$ cat config.mk
export PLATFORM = sky130hd
export DESIGN_NAME = steer_en_gen
export DESIGN_NICKNAME = d
export VERILOG_FILES = /design/src/rtl/steer_en_gen.sv
export SDC_FILE = /design/constraint.sdc
export NUM_CORES = 1
export LEC_CHECK = 0
export BUFFER_PORTS_ARGS = -buffer_cell sky130_fd_sc_hd__buf_4
export CELL_PAD_IN_SITES_DETAIL_PLACEMENT = 1
export CELL_PAD_IN_SITES_GLOBAL_PLACEMENT = 1
export CORE_UTILIZATION = 30
export DETAILED_ROUTE_END_ITERATION = 16
export PLACE_DENSITY = 0.64
export SLEW_MARGIN = 20
export SYNTH_ARGS = -nofsm -noshare
export SYNTH_HDL_FRONTEND = slang
export SYNTH_SLANG_ARGS = --single-unit
$ cat constraint.sdc
create_clock -name clk -period 6.55 [get_ports clk]
set_input_delay 0.655 -clock clk [delete_from_list [all_inputs] [get_ports clk]]
set_output_delay 0.655 -clock clk [all_outputs]
set_load 0.03 [all_outputs]
$ cat src/rtl/steer_en_gen.sv
// Steering-enable controller: detects a balanced rider from the registered wheel speeds
// and gates steering, with weight hysteresis and a debounced step-off.
module steer_en_gen #(
    parameter int W              = 12,
    parameter int MIN_RIDER_WT   = 'h200,
    parameter int WT_HYSTERESIS  = 'h040,
    parameter int SETTLE_CYCLES  = 8,
    parameter int OFF_CYCLES     = 3,
    parameter int RIDER_OFF_MODE = 0
) (
    input  logic         clk,
    input  logic         rst,
    input  logic [W-1:0] lft_spd,
    input  logic [W-1:0] rght_spd,
    output logic         en_steer,
    output logic         rider_off,
    output logic [1:0]   steer_state
);

    localparam int AW = W + 2;
    localparam int TW = $clog2(SETTLE_CYCLES + 1);
    localparam int OW = $clog2(OFF_CYCLES + 1);

    localparam logic signed [AW-1:0] HI_TH    = AW'(MIN_RIDER_WT);
    localparam logic signed [AW-1:0] LO_TH    = AW'(MIN_RIDER_WT - WT_HYSTERESIS);
    localparam logic        [TW-1:0] TMR_MAX  = TW'(SETTLE_CYCLES);
    localparam logic        [OW-1:0] OFF_LAST = OW'(OFF_CYCLES - 1);

    typedef enum logic [1:0] {
        IDLE  = 2'b00,
        WAIT  = 2'b01,
        STEER = 2'b10
    } state_t;

    state_t                 state, state_nxt;
    logic        [W-1:0]    lft_q, rght_q;
    logic signed [AW-1:0]   lft_x, rght_x, sum, diff, diff_abs;
    logic        [TW-1:0]   timer, timer_nxt;
    logic        [OW-1:0]   off_cnt, off_cnt_nxt;
    logic                   tmr_full, rider_off_nxt;
    logic                   sum_gt_min, sum_lt_min, diff_gt_1_4, diff_gt_15_16;

    always_ff @(posedge clk or posedge rst) begin
        if (rst) begin
            lft_q  <= '0;
            rght_q <= '0;
        end else begin
            lft_q  <= lft_spd;
            rght_q <= rght_spd;
        end
    end

    // Two guard bits make sum and difference of any W-bit speeds exact.
    assign lft_x    = {{2{lft_q[W-1]}}, lft_q};
    assign rght_x   = {{2{rght_q[W-1]}}, rght_q};
    assign sum      = lft_x + rght_x;
    assign diff     = lft_x - rght_x;
    assign diff_abs = diff[AW-1] ? -diff : diff;

    assign sum_gt_min    = sum > HI_TH;
    assign sum_lt_min    = sum < LO_TH;
    assign diff_gt_1_4   = diff_abs > (sum >>> 2);
    assign diff_gt_15_16 = diff_abs > (sum - (sum >>> 4));
    assign tmr_full      = timer == TMR_MAX;

    always_comb begin
        state_nxt   = state;
        timer_nxt   = '0;
        off_cnt_nxt = '0;
        case (state)
            IDLE: begin
                if (sum_gt_min)
                    state_nxt = WAIT;
            end
            WAIT: begin
                if (sum_lt_min)
                    state_nxt = IDLE;
                else if (diff_gt_1_4)
                    state_nxt = WAIT;
                else if (tmr_full)
                    state_nxt = STEER;
                else
                    timer_nxt = timer + 1'b1;
            end
            STEER: begin
                // A weight dip only counts toward step-off while steering continues.
                if (sum_lt_min && off_cnt == OFF_LAST)
                    state_nxt = IDLE;
                else if (diff_gt_15_16)
                    state_nxt = WAIT;
                else if (sum_lt_min)
                    off_cnt_nxt = off_cnt + 1'b1;
            end
            default: state_nxt = IDLE;
        endcase

        if (RIDER_OFF_MODE != 0)
            rider_off_nxt = state_nxt == IDLE;
        else
            rider_off_nxt = (state_nxt == IDLE) && (state != IDLE);
    end

    always_ff @(posedge clk or posedge rst) begin
        if (rst) begin
            state     <= IDLE;
            timer     <= '0;
            off_cnt   <= '0;
            rider_off <= RIDER_OFF_MODE != 0;
        end else begin
            state     <= state_nxt;
            timer     <= timer_nxt;
            off_cnt   <= off_cnt_nxt;
            rider_off <= rider_off_nxt;
        end
    end

    assign en_steer    = state == STEER;
    assign steer_state = state;

endmodule

==> impl_results.md, run 1 <==
* Status: finished clean
* Fin crit share at 91.48%
* YS warnings at 0
* Drt initial violations at 111
* Root Buffer: clkbuf_16
* Antenna Diode Count at 0
* Reg-to-reg endpoint: off_cnt[1]
* Slew Limit Fails at 0
* Synth async-reset ratio at 100.0%
* Die height at 119.2 um
* Pint at 0.7167 mW
* Most common cell after layout, fill and taps aside: ha_1
* Final worst path period need at 5992 ps
* Die Span X at between 100 and 150 um
* #FFs+latches synth at 33
* Netlist Area Pre-Place at 4124 um^2
* Number of port buffers at 29
* Syn_area_per_cell at between 8 and 9 um^2
* Setup crit end: off_cnt[1]
* Slack of the worst reg-to-reg path at 560 ps
* Clk network pwr share at 16.8%
* All-Layer GR Usage at 15.85%
* Dpl hpwl at just under 9 mm
* Nets at 605
* I/O pin count at 30
* Starting Density at 30.90%
* Most frequent cells in the layout: 63 x ha_1, 42 x inv_1, 34 x a21oi_1, 34 x buf_4
* Hold Crit Class: reg -> reg
* Maximum vdd drop at 0.08986 mV
* Setup violators final at 0
* H-Tree Level Count at 2
* WP data arrival at 6160 ps
* RSZ-0062 raised after global routing: no
* Setup Fix Bufs, Post-CTS at 0
* Crit start category: register
* Hold Buf Count CTS at 0
* Placed cell count at 682
* Avg WL per Cell at 15.49 um
* Initial antenna violation count at 0
* Comb pwr share at 65.4%
* Metal-1 WL at about 4.8 mm
* # clock sinks at 33
* Gr ovfl total at 0
* CTS resizes at 0
* Layout Cells excl Fill at around 700
* Setup TNS at 0 ps
* # DRC at 0
* Antenna Nets Post-Route at 0
* Largest net degree at the start of global routing at 34
* Pre-CTS WS at 654.5 ps
* WL met3 at around 170 um
* Final WS setup at 558.0 ps
* Share of total power in sequential cells at 17.8%
* Vias in the first global route at 3732
* Most common flop cell mapped by yosys: dfrtp_1
* Post-layout util at 34.99%
* Num rows at 42
* Max-slew headroom at 37.96%
* Post-synth EDFFs at 0
* Via density at between 5 and 6
* Required @ worst endpoint at ~6700 ps
* Final hold vios at 0
* Vias at 3554
* Gate Count Post-Synth at 484
* Post-DP Area at 4533 um^2
* Pwr dens at between 200 and 300 nW/um^2
* First-pass GRT wire length at 17.91 mm
* Worst Setup SP: lft_q[0]
* NetSw at 0.5842 mW
* R2R depth at 25
* Reg2Reg Launch Point: lft_q[0]
* DRT Pass-1 Iters at 4
* Detailed Route WL at approximately 11 mm
* Register area share after synthesis at approximately 20%
* DIE AREA at 14220 um^2
* Clk buf depth at 2
* WS Path Type: reg -> reg
* Area Overhead vs Synth at 13.26%
* Pwr Total at 1.301 mW
* Cts bufs inserted at 5
* Worst Skew at between 5 and 6 ps
* CP max FO at 8
* GPL Wtd Cong at between 0.8 and 0.9
* CP Capture Type: register
* CTS tree: yes
* Fill cell count at approximately 1600
* Worst slew pin tran at about 900 ps
* FMAX at about 0.17 GHz
* Max-cap violations at 0
* Met2 wire length at 5.411 mm
* WHS at 419.0 ps
* Worst skew pair latency at between 200 and 300 ps
* Top Metal Used: met4
* Core outline area at ~13000 um^2
* CTS clk-pin slew, worst paths at 50 ps
* P_leak at 2.187 nW
* Synth unique cells at 76
* Switching share of total power at 44.91%
* Design area at 4671 um^2
* Fraction of layout cells with a size suffix above 1 at 12.70%
## worst min path at each step
stage | from | endpoint | slack (ps) | cells after the start
global route | off_cnt[0] | off_cnt[0] | 450 | 1
floorplan | off_cnt[0] | off_cnt[0] | 400 | 1
detailed placement | off_cnt[0] | off_cnt[0] | 420 | 1
global placement | off_cnt[0] | off_cnt[0] | 420 | 1
finish | off_cnt[0] | off_cnt[0] | 420 | 1
CTS | off_cnt[0] | off_cnt[0] | 430 | 1
## layout make-up
type | count | area, um^2 | area share (%)
Timing Repair Buffer | 34 | 255.2 | 5.465
Sequential cell | 33 | 825.8 | 17.68
Multi-Input combinational cell | 395 | 3074 | 65.82
Inverter | 44 | 165.2 | 3.536
Tap cell | 176 | 220.2 | 4.715
Clock buffer | 5 | 125.1 | 2.679
Clock inverter | 1 | 5.005 | 0.1072
## cells in the mapped netlist (3+ instances only)
master / n / area share [%]
a221o_1: 3 / 0.73
mux2i_1: 3 / 0.73
o21ai_1: 3 / 0.36
nand2_1: 29 / 2.6
nand3_1: 8 / 0.97
nor2b_1: 12 / 1.8
o21ai_0: 15 / 1.8
nor3_1: 14 / 1.7
xnor2_1: 30 / 6.4
and3_1: 3 / 0.46
dfrtp_1: 33 / 20
a21o_1: 16 / 2.9
ha_1: 63 / 19
buf_2: 7 / 0.85
a31oi_1: 6 / 0.91
nand2b_1: 13 / 2.0
o21a_1: 4 / 0.73
clkbuf_1: 3 / 0.27
a21oi_2: 3 / 0.64
xor2_1: 14 / 3.0
and2_1: 4 / 0.61
a21oi_1: 34 / 4.1
o31ai_1: 9 / 1.6
inv_1: 42 / 3.8
o211ai_1: 3 / 0.55
nor2_1: 33 / 3.0
or3_1: 4 / 0.61
nand4_1: 10 / 1.5
fa_1: 3 / 1.5
## worst max-delay path, stage by stage (launching register included)
cell and delay [ps]:
dfrtp_1 380, ha_1 230, inv_1 80, fa_1 200
o21bai_1 80, a21o_1 220, a2bb2oi_1 240, nor2b_1 290
o31ai_1 120, xnor2_1 740, ha_1 400, a21o_1 180
a21oi_1 210, o31ai_1 160, a221oi_1 460, nor2b_1 80
o21ai_0 160, nand2b_1 90, ha_1 300, nand4_1 150
or3_1 430, nand4_1 90, nor3b_1 230, nand3b_1 150
nand2b_1 130, nor2_1 50
## registers in the layout (all words and copies together) (netlist names)
signal / count
lft_q: 12
off_cnt: 2
rght_q: 12
rider_off: 1
steer_state: 2
timer: 4
## per-layer routing
| layer | up-vias | track usage [%] |
|---|---|---|
| met5 | - | 0 |
| met4 | 0 | 6.329 |
| met3 | 16 | 1.868 |
| met2 | 43 | 29.54 |
| met1 | 1712 | 18.18 |
| li1 | 1783 | - |
## power groups by stage
stage               Clock [mW]  Combinational, mW  Sequential (mW)
floorplan                    0              0.628            0.244
global placement             0              0.817            0.235
detailed placement           0              0.849            0.236
CTS                      0.228              0.854            0.232
global route             0.236              0.955            0.234
finish                   0.219              0.850            0.232
## kinds of logic after synthesis
group,count (synthesis),synth area share [%]
XOR/XNOR,47,10.68
adder cells (fa/ha/maj),66,20.57
multiplexers,4,1.062
AND/OR/NAND/NOR,151,19.81
AO/OA/AOI/OAI,125,22.06
flip-flops,33,20.02
buffers and inverters,57,5.704
other,1,0.09093
Power figures use the tool's default switching activity.
==> inputs of run 2 (changes only) <==
==> constraint.sdc (replaced) <==
create_clock -name clk -period 7.2 [get_ports clk]
set_input_delay 0.72 -clock clk [delete_from_list [all_inputs] [get_ports clk]]
set_output_delay 0.72 -clock clk [all_outputs]
set_load 0.03 [all_outputs]
==> run 2 against run 1 <==
Worst hold slack better by 3.0 ps. Die area unchanged. Sequential power decreased by 9.5%. Non-clock buffer count decreased by 1. Combinational power fell by 9.4%. Clock skew down 2.6 ps. Utilization hardly changed. Final cell count increased by 0.15%. Design area decreased by 0.13%. Maximum frequency is 1.3% higher. Clock-buffer cell count rose by 1. Clock power decreased by 5%. Largest cell class unchanged. Largest power group unchanged.
==> impl_results.md, run 2 (synthesis results as in run 1) <==
* Gr ovfl total at 0
* Setup TNS at 0 ps
* Detailed Route WL at roughly 11 mm
* H-Tree Level Count at 2
* CTS clk-pin slew, worst paths at 60 ps
* Most common cell after layout, fill and taps aside: ha_1
* Hold Crit Class: reg -> reg
* Required @ worst endpoint at 7370 ps
* Worst Skew at 2.458 ps
* Share of total power in sequential cells at 17.7%
* Met1 Use GR at a little under a fifth
* Comb pwr share at 64.7%
* Die Span X at approximately 120 um
* Die height at 119.2 um
* Setup violators final at 0
* Core outline area at 13350 um^2
* GPL Wtd Cong at a little over 0.8
* Status: finished clean
* WS Path Type: reg -> reg
* # clock sinks at 33
* Switching share of total power at 45.02%
* Largest net degree at the start of global routing at 34
* Starting Density at 30.90%
* Setup Fix Bufs, Post-CTS at 0
* Antenna Diode Count at 0
* All-Layer GR Usage at 15.71%
* Root Buffer: clkbuf_16
* Fraction of layout cells with a size suffix above 1 at roughly an eighth
* Biggest regs: lft_q x12, rght_q x12, timer x4
* Crit start category: register
* FMAX at between 0.15 and 0.2 GHz
* Vias in the first global route at 3746
* Nets at ~600
* Antenna Nets Post-Route at 0
* Vias at roughly 3600
* First-pass GRT wire length at 17.87 mm
* Fill cell count at roughly 1600
* Most frequent cells in the layout: 63 x ha_1, 42 x inv_1, 34 x a21oi_1
* Pint at ~0.65 mW
* Pwr dens at 255.1 nW/um^2
* Final worst path period need at around 5900 ps
* Post-layout util at 34.95%
* Worst slew pin tran at 937.2 ps
* Num rows at 42
* P_leak at 2.182 nW
* CP max FO at 6
* RSZ-0062 raised after global routing: no
* NetSw at 0.5357 mW
* CP Buf/Inv Count at 1
* CP Capture Type: register
* Dpl hpwl at 8.812 mm
* Cts bufs inserted at 5
* CTS resizes at 0
* # DRC at 0
* Area Overhead vs Synth at 13.11%
* Avg WL per Cell at 15.37 um
* Via density at 5.152
* Fin crit share at 82.14%
* Worst skew pair latency at 280 ps
* Number of port buffers at 29
* Family with the most delay on the worst path: simple AND/OR/NAND/NOR gates
* Busiest grt layer: met2
* Clk buf depth at 2
* WP data arrival at approximately 6100 ps
* CTS tree: yes
* Max-cap violations at 0
* DRT Pass-1 Iters at 4
* Clk network pwr share at 17.6%
* Maximum vdd drop at approximately 0.11 mV
* Final hold vios at 0
* Hold Buf Count CTS at 0
* I/O pin count at 30
* Slew Limit Fails at 0
* Initial antenna violation count at 0
* Slowest cell delay on critical path at 560 ps
* DIE AREA at 14220 um^2
* Drt initial violations at between 100 and 150
* Critical-path top delay cell: xnor2_1
* Max-slew headroom at a little under two fifths
* Met2 Use GR at 29.07%
* Grt met3 use at 1.916%
==> run 2: final cells by class <==
class	instances	area, um^2	share of cell area (%)
Multi-Input combinational cell	395	3067	65.75
Sequential cell	33	825.8	17.70
Timing Repair Buffer	33	247.7	5.311
Tap cell	176	220.2	4.721
Inverter	44	165.2	3.541
Clock buffer	6	128.9	2.763
Clock inverter	2	10.01	0.2146
==> run 2: per-layer routing <==
metal  share of wire (%)  wire length [um]
met5                   0                 0
met4                 1.1               112
met3                 1.4               146
met2                  51              5421
met1                  46              4908
==> run 2: path summary, 6_finish.rpt <==
kind                            startpoint          to  slack, ps  cells past startpoint
max in group asynchronous              rst   rider_off       6350                      3
worst max register to register    lft_q[0]  off_cnt[1]       1290                     27
worst max-delay path              lft_q[0]  off_cnt[1]       1290                     27
worst min-delay path            off_cnt[0]  off_cnt[0]        420                      1
worst min register to register  off_cnt[0]  off_cnt[0]        420                      1
min in group asynchronous              rst   rght_q[2]        530                      3
==> run 2: power groups by stage <==
stage	Combinational [mW]	Sequential [mW]	Clock [mW]
4_1_cts	0.777	0.211	0.218
2_1_floorplan	0.571	0.222	0
5_1_grt	0.860	0.213	0.224
6_report	0.770	0.210	0.209
3_3_place_gp	0.740	0.213	0
3_5_place_dp	0.771	0.214	0
==> run 2: metrics by stage <==
step | cells | hold WS, ps | instance area (um^2) | worst slack [ps] | power (mW)
3_5_place_dp | 681 | 420.5 | 4526 | 1268 | 0.9849
4_1_cts | 689 | 428.3 | 4664 | 1252 | 1.206
3_3_place_gp | 681 | 419.1 | 4526 | 1473 | 0.9538
2_1_floorplan | 485 | 402.5 | 4128 | 2155 | 0.7931
6_report | 689 | 422.0 | 4664 | 1286 | 1.190
5_1_grt | 689 | 445.7 | 4664 | 829.3 | 1.298
==> inputs of run 3 (changes only) <==
==> constraint.sdc (replaced) <==
create_clock -name clk -period 5.8 [get_ports clk]
set_input_delay 0.58 -clock clk [delete_from_list [all_inputs] [get_ports clk]]
set_output_delay 0.58 -clock clk [all_outputs]
set_load 0.03 [all_outputs]
==> run 3 against run 2 <==
Sequential share of layout area fell by 0.47 points. Design area is 2.7% higher. Wire length grew 0.87%. Utilization grew 0.96 points. Critical path type unchanged. Critical endpoint is now steer_state[0]. Largest power group unchanged.
==> impl_results.md, run 3 (synthesis results as in run 1) <==
* Nets at slightly above 600
* Pint at roughly 0.85 mW
* Clk network pwr share at 17.6%
* Worst skew pair latency at between 200 and 300 ps
* Number of port buffers at 29
* Most frequent CP cell: ha_1
* Starting Density at 30.90%
* Max-slew headroom at 56.57%
* Reg2Reg Launch Point: rght_q[1]
* Gr ovfl total at 0
* Via density at 5.237
* Die Span X at 119.2 um
* Drt initial violations at 80
* Vias in the first global route at 3805
* # clock sinks at 33
* Placed cell count at 687
* Cts bufs inserted at 5
* Family with the most delay on the worst path: compound AO/OA/AOI/OAI gates
* WHS at 390.8 ps
* Avg WL per Cell at 15.37 um
* Slew Limit Fails at 0
* Area Overhead vs Synth at 16.20%
* Dpl hpwl at 8.931 mm
* Worst Setup SP: rght_q[1]
* NetSw at 0.6694 mW
* Vias at ~3600
* Fill cell count at 1592
* Switching share of total power at 44.19%
* # DRC at 0
* Fraction of layout cells with a size suffix above 1 at 15.22%
* Layout Cells excl Fill at 695
* Initial antenna violation count at 0
* Fin crit share at 93.29%
* I/O pin count at 30
* CP Buf/Inv Count at 2
* Antenna Nets Post-Route at 0
* CP max FO at 7
* Setup violators final at 0
* Critical-path top delay cell: or4_1
* Hold Crit Class: in -> async
* Core outline area at around 13000 um^2
* WP data arrival at 5580 ps
* FMAX at 0.1848 GHz
* Slowest cell delay on critical path at 550 ps
* DRT Pass-1 Iters at 4
* Status: finished clean
* WS Path Type: reg -> reg
* P_leak at 2.240 nW
* Required @ worst endpoint at 5970 ps
* DIE AREA at between 10000 and 15000 um^2
* Final hold vios at 0
* Max-cap violations at 0
* CTS tree: yes
* Clk buf depth at 2
* H-Tree Level Count at 2
* CP Capture Type: register
* Num rows at 42
* Hold Buf Count CTS at 0
* Antenna Diode Count at 0
* Largest net degree at the start of global routing at 34
* Detailed Route WL at 10.68 mm
* Root Buffer: clkbuf_16
* CTS clk-pin slew, worst paths at 50 ps
* Share of total power in sequential cells at between 15 and 20%
* Die height at roughly 120 um
* Crit start category: register
* Maximum vdd drop at ~0.1 mV
* Worst Skew at 4.407 ps
* Comb pwr share at 65.1%
* Biggest regs: lft_q x12, rght_q x12, timer x4
* First-pass GRT wire length at roughly 18 mm
* Most common cell after layout, fill and taps aside: ha_1
* Pwr dens at 316.1 nW/um^2
* Worst slew pin tran at roughly 650 ps
* All-Layer GR Usage at 15.76%
* Setup TNS at 0 ps
* Cells along the critical path: inv_1, ha_1, nor2b_1, o311a_1, nor2_1, or4_1, a31oi_4, xnor2_4, inv_1, ha_1, a21oi_1, o31ai_2, a221oi_2, nor2b_1, o21ai_0, nand2b_1, ha_1, nand4_1, or3_1, a21oi_1, nor3b_2, a31oi_1, nand2_1, a21o_1
* Most frequent cells in the layout: 63 x ha_1, 42 x inv_1, 40 x buf_4, 33 x nor2_1, 33 x dfrtp_1
* Final worst path period need at 5411 ps
* GPL Wtd Cong at 0.8282
* RSZ-0062 raised after global routing: no
run 3: layer usage:
layer	part of all wire, %	GRT usage (%)	vias up
met4	3.5	7.595	0
met5	0	0	-
met2	50	28.20	42
li1	-	-	1799
met3	1.8	2.203	25
met1	45	18.33	1774
run 3: power by group through the flow:
stage               sequential, mW  combinational (mW)  clock (mW)
floorplan                    0.275               0.709           0
global placement             0.265               0.929           0
detailed placement           0.266               0.964           0
CTS                          0.262               0.973       0.275
global route                 0.265                1.10       0.286
finish                       0.262               0.986       0.267
run 3: cell type report:
cell class | instances | area, um^2 | area share, %
tap | 176 | 220.2 | 4.595
timing repair buffer | 40 | 300.3 | 6.266
clock buffer | 7 | 142.6 | 2.977
inverter | 44 | 165.2 | 3.446
multi-input combinational | 395 | 3138 | 65.48
sequential | 33 | 825.8 | 17.23
run 3: path summary, 6_finish.rpt:
kind,to,depth (start not counted),slack (ps)
worst max-delay path,steer_state[0],24,390
worst min-delay path,rght_q[2],3,390
worst max register to register,steer_state[0],24,390
worst min register to register,off_cnt[0],1,430
max in group asynchronous,off_cnt[1],3,5090
min in group clk,lft_q[2],1,400
run 3: tightest hold or removal path: stages:
cell and delay [ps]:
buf_4 110, inv_1 40, buf_4 380
run 3: repair_timing:
item | CTS | global route
setup buffers | 0 | 1
endpoints found under the setup margin | 0 | 4
resized for setup | 0 | 12
run 3: per-stage QoR:
step	instance area (um^2)	power (mW)	worst slack, ps	util [%]
finish	4792	1.515	389.3	35.90
global route	4792	1.652	26.50	35.90
CTS	4713	1.511	224.5	35.31
detailed placement	4571	1.231	258.9	34.24
global placement	4571	1.193	453.2	34.24
floorplan	4128	0.9845	755.3	-
